## src/rtl/exec_sequencer_pkg.sv

```systemverilog
// exec_sequencer_pkg: state encodings and default sizing shared by the sequencer slice
package seq_pkg;
  typedef enum logic [2:0] {
    SETTLE    = 3'd0,
    FETCH     = 3'd1,
    STEP_WAIT = 3'd2,
    IN_WAIT   = 3'd3,
    COMMIT    = 3'd4,
    HALT      = 3'd5
  } state_t;
  localparam int RUN_DIV_DEF = 4;
  localparam int CNT_W_DEF = 16;
endpackage

```

## src/rtl/exec_sequencer_if.sv

```systemverilog
// exec_sequencer_if: board/core request lines in, retire strobes and status out
interface exec_sequencer_if #(parameter int CNT_W = seq_pkg::CNT_W_DEF);
  logic run_mode;
  logic step_btn;
  logic in_btn;
  logic in_req;
  logic out_req;
  logic hlt;
  logic pc_en;
  logic wb_en;
  logic in_sel;
  logic disp_load;
  logic halted;
  logic [2:0] state_o;
  logic [CNT_W-1:0] instr_count;
  modport master (
    input  run_mode, step_btn, in_btn, in_req, out_req, hlt,
    output pc_en, wb_en, in_sel, disp_load, halted, state_o, instr_count
  );
  modport slave (
    output run_mode, step_btn, in_btn, in_req, out_req, hlt,
    input  pc_en, wb_en, in_sel, disp_load, halted, state_o, instr_count
  );
endinterface

```

## src/rtl/exec_sequencer_rise_detect.sv

```systemverilog
// rise_detect: registered rising-edge detector; prev resets high so a held level gives no edge
module rise_detect (
  input  logic clk,
  input  logic reset,
  input  logic level,
  output logic rise
);
  logic prev;
  always_ff @(posedge clk)
    prev <= reset ? 1'b1 : level;
  assign rise = level & ~prev;
endmodule

```

## src/rtl/exec_sequencer.sv

```systemverilog
// exec_sequencer: run/step/halt controller issuing one commit strobe per retired instruction
module exec_sequencer
  import seq_pkg::*;
#(
  parameter int RUN_DIV = RUN_DIV_DEF,
  parameter int CNT_W = CNT_W_DEF
) (
  input logic clk,
  input logic reset,
  exec_sequencer_if.master bus
);
  localparam int DW = RUN_DIV > 1 ? $clog2(RUN_DIV) : 1;
  localparam logic [DW-1:0] LAST = DW'(RUN_DIV - 1);
  state_t state, state_nx;
  logic [DW-1:0] div_cnt;
  logic [CNT_W-1:0] count;
  logic is_in, step_rise, in_rise, fetch_go;
  rise_detect u_step (.clk(clk), .reset(reset), .level(bus.step_btn), .rise(step_rise));
  rise_detect u_in (.clk(clk), .reset(reset), .level(bus.in_btn), .rise(in_rise));
  assign fetch_go = state == FETCH && !bus.hlt && !bus.in_req && bus.run_mode;
  always_ff @(posedge clk) begin
    if (reset) begin
      state <= SETTLE;
      div_cnt <= '0;
      is_in <= 1'b0;
      count <= '0;
    end else begin
      state <= state_nx;
      div_cnt <= fetch_go && div_cnt != LAST ? div_cnt + 1'b1 : '0;
      is_in <= state == COMMIT ? 1'b0 : (state == FETCH && !bus.hlt && bus.in_req) ? 1'b1 : is_in;
      count <= count + CNT_W'(state == COMMIT);
    end
  end
  always_comb begin
    state_nx = SETTLE;
    case (state)
      SETTLE:    state_nx = FETCH;
      FETCH:     state_nx = bus.hlt ? HALT : bus.in_req ? IN_WAIT :
                            bus.run_mode ? (div_cnt == LAST ? COMMIT : FETCH) : STEP_WAIT;
      STEP_WAIT: state_nx = step_rise ? COMMIT : bus.run_mode ? FETCH : STEP_WAIT;
      IN_WAIT:   state_nx = in_rise ? COMMIT : IN_WAIT;
      COMMIT:    state_nx = SETTLE;
      HALT:      state_nx = HALT;
      default:   state_nx = SETTLE;
    endcase
  end
  // the display strobe follows the instruction's own out_req while it retires
  assign bus.pc_en = state == COMMIT;
  assign bus.wb_en = state == COMMIT;
  assign bus.disp_load = state == COMMIT && bus.out_req;
  assign bus.in_sel = state == IN_WAIT || (state == COMMIT && is_in);
  assign bus.halted = state == HALT;
  assign bus.state_o = state;
  assign bus.instr_count = count;
endmodule

```

## src/flat_wrapper.sv

```systemverilog
// flat-port wrapper written by rule: the top's interface ports become plain ports
module exec_sequencer_flat import seq_pkg::*;
#(
  parameter int RUN_DIV = RUN_DIV_DEF,
  parameter int CNT_W = CNT_W_DEF
)
  (clk, reset, bus_run_mode, bus_step_btn, bus_in_btn, bus_in_req, bus_out_req, bus_hlt, bus_pc_en, bus_wb_en, bus_in_sel, bus_disp_load, bus_halted, bus_state_o, bus_instr_count);
  exec_sequencer_if #(.CNT_W(CNT_W)) bus_i ();
  input logic clk;
  input logic reset;
  input wire logic [$bits(bus_i.run_mode)-1:0] bus_run_mode;
  input wire logic [$bits(bus_i.step_btn)-1:0] bus_step_btn;
  input wire logic [$bits(bus_i.in_btn)-1:0] bus_in_btn;
  input wire logic [$bits(bus_i.in_req)-1:0] bus_in_req;
  input wire logic [$bits(bus_i.out_req)-1:0] bus_out_req;
  input wire logic [$bits(bus_i.hlt)-1:0] bus_hlt;
  output wire logic [$bits(bus_i.pc_en)-1:0] bus_pc_en;
  output wire logic [$bits(bus_i.wb_en)-1:0] bus_wb_en;
  output wire logic [$bits(bus_i.in_sel)-1:0] bus_in_sel;
  output wire logic [$bits(bus_i.disp_load)-1:0] bus_disp_load;
  output wire logic [$bits(bus_i.halted)-1:0] bus_halted;
  output wire logic [$bits(bus_i.state_o)-1:0] bus_state_o;
  output wire logic [$bits(bus_i.instr_count)-1:0] bus_instr_count;
  assign bus_i.run_mode = bus_run_mode;
  assign bus_i.step_btn = bus_step_btn;
  assign bus_i.in_btn = bus_in_btn;
  assign bus_i.in_req = bus_in_req;
  assign bus_i.out_req = bus_out_req;
  assign bus_i.hlt = bus_hlt;
  assign bus_pc_en = bus_i.pc_en;
  assign bus_wb_en = bus_i.wb_en;
  assign bus_in_sel = bus_i.in_sel;
  assign bus_disp_load = bus_i.disp_load;
  assign bus_halted = bus_i.halted;
  assign bus_state_o = bus_i.state_o;
  assign bus_instr_count = bus_i.instr_count;
  exec_sequencer #(.RUN_DIV(RUN_DIV), .CNT_W(CNT_W)) u_core (.clk(clk), .reset(reset), .bus(bus_i));
endmodule
```

## config.mk

```make
export PLATFORM = sky130hd
export DESIGN_NAME = exec_sequencer_flat
export DESIGN_NICKNAME = d
export VERILOG_FILES = /design/src/rtl/exec_sequencer_pkg.sv /design/src/rtl/exec_sequencer_if.sv /design/src/rtl/exec_sequencer_rise_detect.sv /design/src/rtl/exec_sequencer.sv /design/src/flat_wrapper.sv
export SDC_FILE = /design/constraint.sdc
export NUM_CORES = 1
export LEC_CHECK = 0
export CORE_ASPECT_RATIO = 0.9
export CORE_MARGIN = 2
export CORE_UTILIZATION = 41
export DETAILED_ROUTE_END_ITERATION = 6
export PLACE_DENSITY_LB_ADDON = 0.25
export SETUP_SLACK_MARGIN = 0.1
export SYNTH_ARGS = -nofsm -noshare
export SYNTH_HDL_FRONTEND = slang
export SYNTH_SLANG_ARGS = --single-unit
```

## constraint.sdc

```tcl
create_clock -name clk -period 2.05 [get_ports clk]
set_input_delay 0.3075 -clock clk [delete_from_list [all_inputs] [get_ports clk]]
set_output_delay 0.3075 -clock clk [all_outputs]
set_load 0.05 [all_outputs]
```

==> qor.csv <==
metric,value,unit
switchingPower,0.229,mW
drc,0,
skew,4.40,ps
dp_hpwl,1850,µm
yosysUniqueCellTypes,31,
diodes,0,
tns,0,ps
placed_cells,181,
grt_pass1_wl,4350,µm
slew_viol_final,0,
clkPwrFrac,25.5,%
syn2layout_area_growth,40.7,%
synth_common_cells,"dfxtp_1 (24), nor2_1 (17), xnor2_1 (11), nor3_1 (7), a21oi_1 (6)",
synth-edff-count,0,
ios,32,
cts_tree,built,
pwr-share-comb,15.7,%
start_kind,flip-flop,
fill_cells,225,
place_area,1540,µm²
grt_start_max_net_pins,17,
ir_drop,0.311,mV
yosys_warnings,0,
yosys.area.top_type,dfxtp_1,
rsz0062_at_grt,false,
synth_nets,133,
final_layout_size_suffix_gt1_share,17.2,%
hp-class,flip-flop to flip-flop,
routedWlPerCell,13.4,µm
power,0.837,mW
htreeDepth,1,
netSwitchingFraction,27.4,%
drt-vias-per-instance,5.42,
num_rows,17,
multiInputGateArea,653,µm²
wl,2480,µm
ys_ff_latch,24,
period_share,92.1,%
period_needed,1890,ps
dr_total_vias,1002,
synth_cells,122,
worstSetupPathType,flip-flop to output port,
seq_power_share,58.8,%
clkSinkCount,24,
yosys-top-cells-area,"dfxtp_1 (43%), xnor2_1 (8.6%), nor2_1 (5.7%)",
die_h,53.6,µm
async_flop_share,0,%
grt_usage,18.2,%
hold_violations,0,
worst_pin_slew,601,ps
syn_area_per_cell,9.20,µm²
cts.clk_slew.worst_paths,130,ps
path_cells,clkdlybuf4s50_1,
dieArea,3170,µm²
final_area,1580,µm²
antenna_found_initial,0,
arrival,1580,ps
leakagePower,0.672,nW
yosysTopAreaCellShare,42.8,%
synthMostInstantiatedCell,dfxtp_1,
synth-main-ff-cell,dfxtp_1,
grt_pass1_vias,929,
worst-path-buf-inv,1,
crit_required,1740,ps
seqCellArea,487,µm²
start_util,44.3,%
root_buffer,clkbuf_4,
core,2530,µm²
p_int,0.607,mW
status,"complete, no violations",
drt_iter0_markers,16,
final_cells,185,
gp_congestion,0.775,
layout.nets,169,
max_cap_violations,0,
crit_slowest_cell,clkdlybuf4s50_1,
port_buffers,31,
cp_max_fo,8,
max_slew_margin,59.8,%
cpPeakStageDelay,830,ps
cts-buffers-inserted,3,
critPathCaptureType,output port,
yosysSeqAreaShare,42.8,%
syn-cell-area,1120,µm²
grt_overflow,0,
power_density,530,nW/µm²
setup_violations,0,
dr.pass1.iters,4,
cts_hold_buf,0,
antenna_left,0,
fp.dieW,59.2,µm
clk_path_buf_depth,2,
clkLatencyLatePin,310,ps
fmaxAchievable,0.530,GHz
crit_family,buffers and inverters,
layout make-up:
class | instances | area share (%)
Timing Repair Buffer | 34 | 22.7
Clock buffer | 4 | 1.66
Inverter | 5 | 1.19
Tap cell | 28 | 2.22
Sequential cell | 24 | 30.8
Multi-Input combinational cell | 90 | 41.4
per-layer routing:
layer	up-vias	GRT usage [%]	share of wire (%)
met3	4	4.33	4.4
li1	496	-	-
met5	-	0	0
met1	474	24.4	47
met4	0	4.92	1.1
met2	28	29.4	48
sequential cells by signal, summed over array words and instances, names as in the netlist:
signal	flops
u_core.u_in.prev	1
u_core.div_cnt	2
u_core.bus.instr_count	16
u_core.is_in	1
u_core.u_step.prev	1
u_core.bus.state_o	3
metrics by stage:
stage | setup slack (ps) | util [%] | hold slack, ps
after floorplan | -292 | - | 379
after global placement | 337 | 60.9 | 415
after detailed placement | 290 | 60.9 | 425
after CTS | 107 | 61.8 | 443
after global routing | 108 | 62.4 | 453
final | 162 | 62.4 | 453
path summary, 6_finish.rpt:
path | start | end | slack (ps) | cells past startpoint
setup / recovery | u_core.bus.state_o[1]$_SDFF_PP0_ | bus_state_o[1] | 160 | 1
hold / removal | u_core.div_cnt[0]$_SDFF_PP0_ | u_core.div_cnt[0]$_SDFF_PP0_ | 450 | 1
setup reg to reg | u_core.bus.state_o[2]$_SDFF_PP0_ | u_core.bus.instr_count[12]$_SDFF_PP0_ | 290 | 7
hold reg to reg | u_core.div_cnt[0]$_SDFF_PP0_ | u_core.div_cnt[0]$_SDFF_PP0_ | 450 | 1
power groups by stage:
stage,Clock (mW),Combinational (mW),Sequential [mW]
floorplan,0,0.0593,0.521
global placement,0,0.131,0.501
detailed placement,0,0.132,0.502
CTS,0.223,0.132,0.492
global route,0.245,0.142,0.494
finish,0.213,0.132,0.492
what timing repair did:
action / 4_1_cts / 5_1_grt
endpoints found under the setup margin: 3 / 6
resized for setup: 3 / 6
buffers inserted: 0 / 0
logic make-up (layout without fill, tap and decap cells):
logic type	count (synthesis)	in the layout	share of synthesized area, %
AND/OR/NAND/NOR	60	60	33.0
flip-flops	24	24	42.8
AO/OA/AOI/OAI	15	15	8.47
XOR/XNOR	12	12	9.36
buffers and inverters	8	43	3.01
adder cells (fa/ha/maj)	3	3	3.34
cell usage in the layout, fill, tap and decap left out, drive strengths merged, types with 4 or more instances in the layout:
cell type      netlist  routed
nor3                 7       7
a21oi                6       6
nor4                 4       4
nand2                4       4
nand3                5       5
dlymetal6s2s         0       6
nor2                17      17
clkbuf               2       4
inv                  5       5
dfxtp               24      24
xnor2               11      11
clkdlybuf4s50        0      18
buf                  1       7
nand2b               4       4
Power figures use the tool's default switching activity.
